==> src/rtl/seg_pkg.sv <==
// seg_pkg: shared seven-segment encoding for the display designs.
//   Segment patterns are active-low, 7 bits ordered {g,f,e,d,c,b,a}.
//   A full segment byte is {dp,g,f,e,d,c,b,a}, also active-low.
//   SEG_BLANK is the all-dark byte. hex_to_seg maps a nibble to its pattern.
package seg_pkg;

    localparam logic [7:0] SEG_BLANK = 8'hFF;
    localparam logic [6:0] SEG_OFF   = 7'h7F;

    localparam logic [6:0] SEG_0 = 7'h40;
    localparam logic [6:0] SEG_1 = 7'h79;
    localparam logic [6:0] SEG_2 = 7'h24;
    localparam logic [6:0] SEG_3 = 7'h30;
    localparam logic [6:0] SEG_4 = 7'h19;
    localparam logic [6:0] SEG_5 = 7'h12;
    localparam logic [6:0] SEG_6 = 7'h02;
    localparam logic [6:0] SEG_7 = 7'h78;
    localparam logic [6:0] SEG_8 = 7'h00;
    localparam logic [6:0] SEG_9 = 7'h10;
    localparam logic [6:0] SEG_A = 7'h08;
    localparam logic [6:0] SEG_B = 7'h03; // lower-case b
    localparam logic [6:0] SEG_C = 7'h46;
    localparam logic [6:0] SEG_D = 7'h21; // lower-case d
    localparam logic [6:0] SEG_E = 7'h06;
    localparam logic [6:0] SEG_F = 7'h0E;

    function automatic logic [6:0] hex_to_seg(input logic [3:0] v);
        case (v)
            4'h0: return SEG_0;
            4'h1: return SEG_1;
            4'h2: return SEG_2;
            4'h3: return SEG_3;
            4'h4: return SEG_4;
            4'h5: return SEG_5;
            4'h6: return SEG_6;
            4'h7: return SEG_7;
            4'h8: return SEG_8;
            4'h9: return SEG_9;
            4'hA: return SEG_A;
            4'hB: return SEG_B;
            4'hC: return SEG_C;
            4'hD: return SEG_D;
            4'hE: return SEG_E;
            default: return SEG_F;
        endcase
    endfunction

endpackage

==> src/rtl/seg7_decode.sv <==
// seg7_decode: combinational nibble -> active-low segment byte.
//   nib   in  4  hex value to render
//   dp    in  1  decimal point request, 1 = lit
//   blank in  1  1 = all seven segments dark (dp still honoured)
//   seg   out 8  {dp,g,f,e,d,c,b,a}, active-low
module seg7_decode
    import seg_pkg::*;
(
    input  logic [3:0] nib,
    input  logic       dp,
    input  logic       blank,
    output logic [7:0] seg
);

    assign seg = {~dp, blank ? SEG_OFF : hex_to_seg(nib)};

endmodule

==> src/rtl/seg_scan_driver.sv <==
// seg_scan_driver: multiplexed common-anode seven-segment scan driver.
//   clk, rst        clock and async active-high reset
//   digits_in       packed BCD/hex nibbles, [4k+3:4k] is digit k (0 = rightmost)
//   dp_in           per-digit decimal point, 1 = lit
//   blank_lz        1 = suppress leading zeros
//   blink_mask      per-digit blink participation
//   blink_phase     live blink level, 1 = masked digits dark
//   bright          PWM brightness, 0 = dimmest
//   sel             active-low one-hot digit enable
//   seg             active-low {dp,g,f,e,d,c,b,a}
//   display_num     snapshot nibble of the digit being scanned
//   frame_done      one-cycle pulse after the last digit's slot
// All outputs are registered and reflect tick/idx of the previous cycle.
module seg_scan_driver
    import seg_pkg::*;
#(
    parameter int N_DIGITS = 8,
    parameter int SCAN_DIV = 100000,
    parameter int DUTY_W   = 3
) (
    input  logic                  clk,
    input  logic                  rst,
    input  logic [4*N_DIGITS-1:0] digits_in,
    input  logic [N_DIGITS-1:0]   dp_in,
    input  logic                  blank_lz,
    input  logic [N_DIGITS-1:0]   blink_mask,
    input  logic                  blink_phase,
    input  logic [DUTY_W-1:0]     bright,
    output logic [N_DIGITS-1:0]   sel,
    output logic [7:0]            seg,
    output logic [3:0]            display_num,
    output logic                  frame_done
);

    localparam int TW   = $clog2(SCAN_DIV);
    localparam int IW   = $clog2(N_DIGITS);
    localparam int UNIT = SCAN_DIV >> DUTY_W;
    // Wide enough to hold (2**DUTY_W)*UNIT without wrapping.
    localparam int WW   = DUTY_W + $clog2(UNIT) + 1;

    logic [TW-1:0]         tick;
    logic [IW-1:0]         idx;
    logic                  first;
    logic [4*N_DIGITS-1:0] snap_digits;
    logic [N_DIGITS-1:0]   snap_dp;
    logic [N_DIGITS-1:0]   snap_blink;

    logic tick_wrap, last_digit, snap_load;
    assign tick_wrap  = (tick == TW'(SCAN_DIV - 1));
    assign last_digit = (idx == IW'(N_DIGITS - 1));
    // Reload on the edge that moves idx back to 0, so the whole next frame
    // (including the guard cycle of digit 0) sees one coherent snapshot.
    assign snap_load  = first || (tick_wrap && last_digit);

    // Leading-zero chain: zero_up[k] = digit k and all higher digits are 0.
    logic [N_DIGITS-1:0] zero_up;
    always_comb begin
        logic run;
        run     = 1'b1;
        zero_up = '0;
        for (int k = N_DIGITS - 1; k >= 0; k--) begin
            run        = run && (snap_digits[4*k +: 4] == 4'd0);
            zero_up[k] = run;
        end
    end

    logic [3:0]    cur_nib;
    logic          cur_blank;
    logic [WW-1:0] win_end;
    logic          on_win, lit;
    logic [7:0]    dec_seg;

    assign cur_nib   = snap_digits[{idx, 2'b00} +: 4];
    assign cur_blank = blank_lz && zero_up[idx] && (idx != '0);
    assign win_end   = (WW'(bright) + WW'(1)) * WW'(UNIT);
    // Tick 0 is always dark (guard against ghosting between digits).
    assign on_win    = (tick != '0) && (WW'(tick) < win_end);
    assign lit       = on_win && !(blink_phase && snap_blink[idx]);

    seg7_decode u_dec (
        .nib   (cur_nib),
        .dp    (snap_dp[idx]),
        .blank (cur_blank),
        .seg   (dec_seg)
    );

    always_ff @(posedge clk or posedge rst) begin
        if (rst) begin
            tick        <= '0;
            idx         <= '0;
            first       <= 1'b1;
            snap_digits <= '0;
            snap_dp     <= '0;
            snap_blink  <= '0;
            sel         <= '1;
            seg         <= SEG_BLANK;
            display_num <= '0;
            frame_done  <= 1'b0;
        end else begin
            first <= 1'b0;
            if (tick_wrap) begin
                tick <= '0;
                idx  <= last_digit ? '0 : idx + IW'(1);
            end else begin
                tick <= tick + TW'(1);
            end
            if (snap_load) begin
                snap_digits <= digits_in;
                snap_dp     <= dp_in;
                snap_blink  <= blink_mask;
            end
            sel         <= lit ? ~(N_DIGITS'(1) << idx) : '1;
            seg         <= lit ? dec_seg : SEG_BLANK;
            display_num <= cur_nib;
            frame_done  <= tick_wrap && last_digit;
        end
    end

endmodule
==> config.mk <==
export PLATFORM = sky130hd
export DESIGN_NAME = seg_scan_driver
export DESIGN_NICKNAME = d
export VERILOG_FILES = /design/src/rtl/seg_pkg.sv /design/src/rtl/seg7_decode.sv /design/src/rtl/seg_scan_driver.sv
export SDC_FILE = /design/constraint.sdc
export NUM_CORES = 1
export LEC_CHECK = 0
export BUFFER_PORTS_ARGS = -buffer_cell sky130_fd_sc_hd__buf_2
export CORE_ASPECT_RATIO = 1.2
export CORE_MARGIN = 1
export CORE_UTILIZATION = 55
export DETAILED_ROUTE_END_ITERATION = 8
export PLACE_DENSITY = 0.81
export SYNTH_ARGS = -nofsm -noshare
export SYNTH_HDL_FRONTEND = slang
export SYNTH_SLANG_ARGS = --single-unit
==> constraint.sdc <==
create_clock -name clk -period 5.9 [get_ports clk]
set_input_delay 1.475 -clock clk [delete_from_list [all_inputs] [get_ports clk]]
set_output_delay 1.475 -clock clk [all_outputs]
set_load 0.005 [all_outputs]
# Word-level counts from Yosys, hierarchy flattened
# Memory sizes are Yosys's and may differ from the RTL's.
# Index checks and enable logic that the tools add are counted.
# totals
regBits,90
rom_bits,112
input_bits,55
output_inout_bits,21
elab_cells,59
memories,1
# op_classes
add_sub_neg,3
mul,1
order_cmp,2
n_eq_ne,2
shift,2
muxes,11
bitwise,2
n_reduce_logical,25
# mem_list
memory,words,width,read_ports,rd_ports_with_merged_regs,write_ports,line,rtl
(name not given),16,7,1,0,0,seg_pkg.sv:28,case (v)
# ops
operator,count
4-bit logical NOT,8
32-bit by 6-bit variable part select with 4-bit output,1
17-bit by 18-bit < comparator with 1-bit output,1
17-bit by 1-bit adder with 17-bit output (second input constant),1
17-bit == test (second input constant),1
17-bit 2-to-1 mux,1
17-bit nonzero test,1
4-bit by 12-bit multiplier with 16-bit output (second input constant),1
8-bit 2-to-1 mux,2
1-bit logical AND,13
1-bit binary-select mux with 3-bit select,3
8-bit NOT,1
1-bit by 3-bit left shift with 8-bit output (first input constant),1
7-bit 2-to-1 mux,1
3-bit by 1-bit adder with 4-bit output (second input constant),1
3-bit by 4-bit < comparator with 1-bit output (second input constant),1
3-bit by 1-bit adder with 3-bit output (second input constant),1
3-bit == test (second input constant),1
1-bit 2-to-1 mux,3
3-bit 2-to-1 mux,1
3-bit nonzero test,1
1-bit logical NOT,1
1-bit logical OR,1
1-bit NOT,1

# Depth between registers and ports, before layout
# logic_depth
depth_word,14
mapped_depth,19

# Cells and area by module
# A second synthesis with hierarchy kept.
# hier_totals
cells_unflattened,440
hier_area_um2,5175.0
# modules_own_cells
module,n_inst,cells_each,area_per_inst_um2
seg_scan_driver,1,400,4894.7
seg7_decode,1,40,280.3

# Worst setup path after synthesis
# No wires, ideal clock.
# synth_path
path_kind,input-to-reg
startpoint,input port bright[0]
endpoint,register seg[2]
arrival_time_ns,5.019
path_slack_ns,0.800
cell_stages,18
path_cell_list,clkbuf_1 -> inv_1 -> ha_1 -> ha_1 -> ha_1 -> ha_1 -> a21oi_1 -> o21ai_0 -> a21o_1 -> a21oi_1 -> xnor2_1 -> ha_1 -> a21oi_1 -> o21ai_0 -> nand2b_1 -> a21oi_1 -> a2111o_1 -> a211o_1
# synth_via
elab_chain_len,6
# synth_rtl
element,line,rtl
start: declaration,seg_scan_driver.sv:28,"input logic [DUTY_W-1:0] bright,"
3-bit by 1-bit adder with 4-bit output,seg_scan_driver.sv:75,assign win_end = (WW'(bright) + WW'(1)) * WW'(UNIT);
4-bit by 12-bit multiplier with 16-bit output,seg_scan_driver.sv:75,
17-bit by 18-bit < comparator with 1-bit output,seg_scan_driver.sv:77,assign on_win = (tick != '0) && (WW'(tick) < win_end);
1-bit logical AND,seg_scan_driver.sv:77,
1-bit logical AND,seg_scan_driver.sv:78,assign lit = on_win && !(blink_phase && snap_blink[idx]);
8-bit 2-to-1 mux,seg_scan_driver.sv:113,seg <= lit ? dec_seg : SEG_BLANK;
end signal: assignment,seg_scan_driver.sv:113,
end: declaration,seg_scan_driver.sv:30,"output logic [7:0] seg,"
# No other way between the ends.
# A chain may end at the register's enable or synchronous reset.

# Final worst setup path
# Ends and elaborated chain as after synthesis.

==> impl_metrics.yaml <==
outcome:
  run_status: "complete, no violations"
cts:
  cts_tree: "yes"
  clock_path_buffers: 2
  clock_latency_ps: 380
  cts_hold_buf: 0
  cts-root-buf: "clkbuf_8"
  ctsHtreeMaxLevel: 3
  post_cts_buffers: 0
  numCtsBuffers: 9
  cts_resized: 0
  clkSlewWorstSetupHoldPaths_ps: 100
  cts_sinks: 90
floorplan:
  start_util_pct: 57.3
  io_pins: 76
  coreArea_um2: 8660
  num_rows: 37
  die_width_um: 88.7
  die_area_um2: 9400
  die_h_um: 106
timing:
  fmax_mhz: 199
  slew_violations: 0
  holdWs_ps: 505
  final_hold_viol_count: 0
  rsz0062_at_grt: "no"
  worst_pin_slew_ps: 812
  min_period_ps: 5020
  fin_setup_tns_ps: 0
  fin_crit_sh_pct: 85.1
  slew_headroom_pct: 45.9
  finalClockSkew_ps: 12.0
  setup_viol: 0
synthesis:
  synth_flop_cell: "dfrtp_1"
  synth_most_common_cell: "dfrtp_1"
  synth.area.top_cells: "dfrtp_1 (37%), ha_1 (11%), mux2_2 (10%)"
  yosys_warnings: 0
  yosys.cell_types.count: 51
  synth-edff-count: 0
  synth_top_area_share_pct: 36.8
  synth_cells: 413
  ys_seq_elements: 90
  synthArstFlopShare_pct: 100
  yosys-top-cells-count: "dfrtp_1 (73), mux2_2 (45), ha_1 (43)"
  synth_area_leader_cell: "dfrtp_1"
  ys_seq_area_share_pct: 45.8
  syn_area_um2: 4960
  syn_area_per_cell_um2: 12.0
  synth_nets: 511
setup_path:
  path_cells: "buf_2, inv_1, ha_1, ha_1, ha_1, ha_1, a31oi_1, o21ai_0, o211ai_1, nand2_1, ha_1, nand3_1, nor3_1, o41ai_1, a21oi_1, a2111o_1, a211o_1"
  rr_worst_depth: 7
  startpoint_type: "input port"
  cp.depth: 17
  cp_top_family: "adder cells"
  critPathArrivalTime_ps: 5330
  critPathCaptureType: "flop"
  crit_slowest_cell: "a2111o_1"
  criticalPathCategory: "input port to flop"
  crit_fanout: 8
  path_buf_inv: 2
  path_common_cell: "ha_1"
  slowest_delay_ps: 400
  cp.required_ps: 6210
pwr:
  switching_share_pct: 25.7
  p_sw_mw: 0.372
  combPwrFrac_pct: 16.4
  power_leakage_nw: 2.58
  powerDensity_nw_per_um2: 255
  p_clk_share_pct: 35.3
  ir_drop_mv: 0.227
  intPower_mw: 1.07
  sequentialPowerShare_pct: 48.3
route:
  dr.pass1.iters: 7
  drt_drc_violations_left: 0
  drt_iter0_drc: 142
  postRouteAntennaNets: 0
  drt_wl_total_um: 10000
  vias_per_cell: 5.56
  wl_per_cell_um: 16.4
  vias: 3396
placed_design:
  io_buffers: 75
  dpl.hpwl_um: 7610
  dp_cells: 595
  place_congestion: 0.867
grt:
  grt_pass1_wl_um: 16500
  grt_max_degree: 49
  grt_antenna_before_repair: 0
  grtUsageTotal_pct: 23.6
  grt_pass1_vias: 3436
  gr-total-overflow: 0
worst_hold_path:
  min_path_type: "flop to flop"
  hold_depth: 1
final_layout:
  fin_nets: 587
  synthToLayoutAreaGrowth_pct: 14.5
  drive_above_1_share_pct: 36.4
  nFillCells: 647
  finalNonFillerCells: 611
  num_antenna_cells: 0
job:
  max-cap-violations: 0
-- cells by family (layout without fill, tap and decap cells) --
| kind of cell | Yosys count | in the layout | share of synthesized area, % |
|---|---|---|---|
| AOI/OAI and AO/OA | 50 | 50 | 6.79 |
| other | 1 | 1 | 0.0756 |
| adders and majority gates | 43 | 43 | 10.9 |
| xor gates and xnor gates | 28 | 28 | 5.43 |
| muxes | 65 | 65 | 17.6 |
| buffers and inverters | 36 | 117 | 3.36 |
| and+or+nand+nor | 100 | 100 | 10.0 |
| DFF | 90 | 90 | 45.8 |
-- flip-flops by register name (all words and copies together), names as in the netlist --
name and cells:
snap_blink 8, display_num 4, frame_done 1, sel 8, idx 3, snap_digits 32, seg 8, first 1
snap_dp 8, tick 17
-- layout make-up --
class                           count  area, µm²  area share (%)
Tap cell                          117        146            2.58
Clock inverter                      7        124            2.18
Timing Repair Buffer               78        398            7.01
Multi-Input combinational cell    287       2530            44.5
Inverter                           23       87.6            1.54
Clock buffer                        9        124            2.18
Sequential cell                    90       2270            40.0
-- per-stage QoR --
stage	setup WS, ps	total power [mW]	instance area, µm²	util, %
after global routing	563	1.51	5680	65.6
after global placement	719	0.934	5430	62.7
after floorplan	800	0.870	4960	-
final	881	1.45	5680	65.6
after CTS	907	1.45	5680	65.6
after detailed placement	518	0.946	5430	62.7
-- cell usage in the layout (no fill, tap or decap), types with 17 or more instances in the layout --
master   netlist  routed
nand3_1       18      18
mux2_2        45      45
ha_1          43      43
dfstp_2       17      17
xnor2_1       17      17
nand2_1       27      27
dfrtp_1       73      73
inv_1         20      19
buf_2          4      75
-- path summary, 6_finish.rpt --
| check | to | start | slack, ps |
|---|---|---|---|
| setup reg to reg | seg[5] | idx[1] | 3010 |
| min in group asynchronous | display_num[1] | rst | 1180 |
| setup / recovery | seg[2] | bright[0] | 880 |
| hold reg to reg | snap_dp[7] | snap_dp[7] | 500 |
| hold / removal | snap_dp[7] | snap_dp[7] | 500 |
| max in group asynchronous | tick[4] | rst | 3690 |
-- power groups by stage --
stage | Clock [mW] | Sequential [mW] | Combinational, mW
3_5_place_dp | 0 | 0.710 | 0.236
2_1_floorplan | 0 | 0.701 | 0.169
5_1_grt | 0.544 | 0.703 | 0.265
3_3_place_gp | 0 | 0.707 | 0.227
4_1_cts | 0.518 | 0.698 | 0.238
6_report | 0.511 | 0.698 | 0.237
-- metal layers --
metal,vias to the layer above,track usage (%),part of all wire (%)
li1,1638,-,-
met1,1665,29.2,42
met2,82,39.6,52
met3,11,6.60,4.9
met4,0,7.49,1.4
met5,-,0,0
Power figures use the tool's default switching activity.
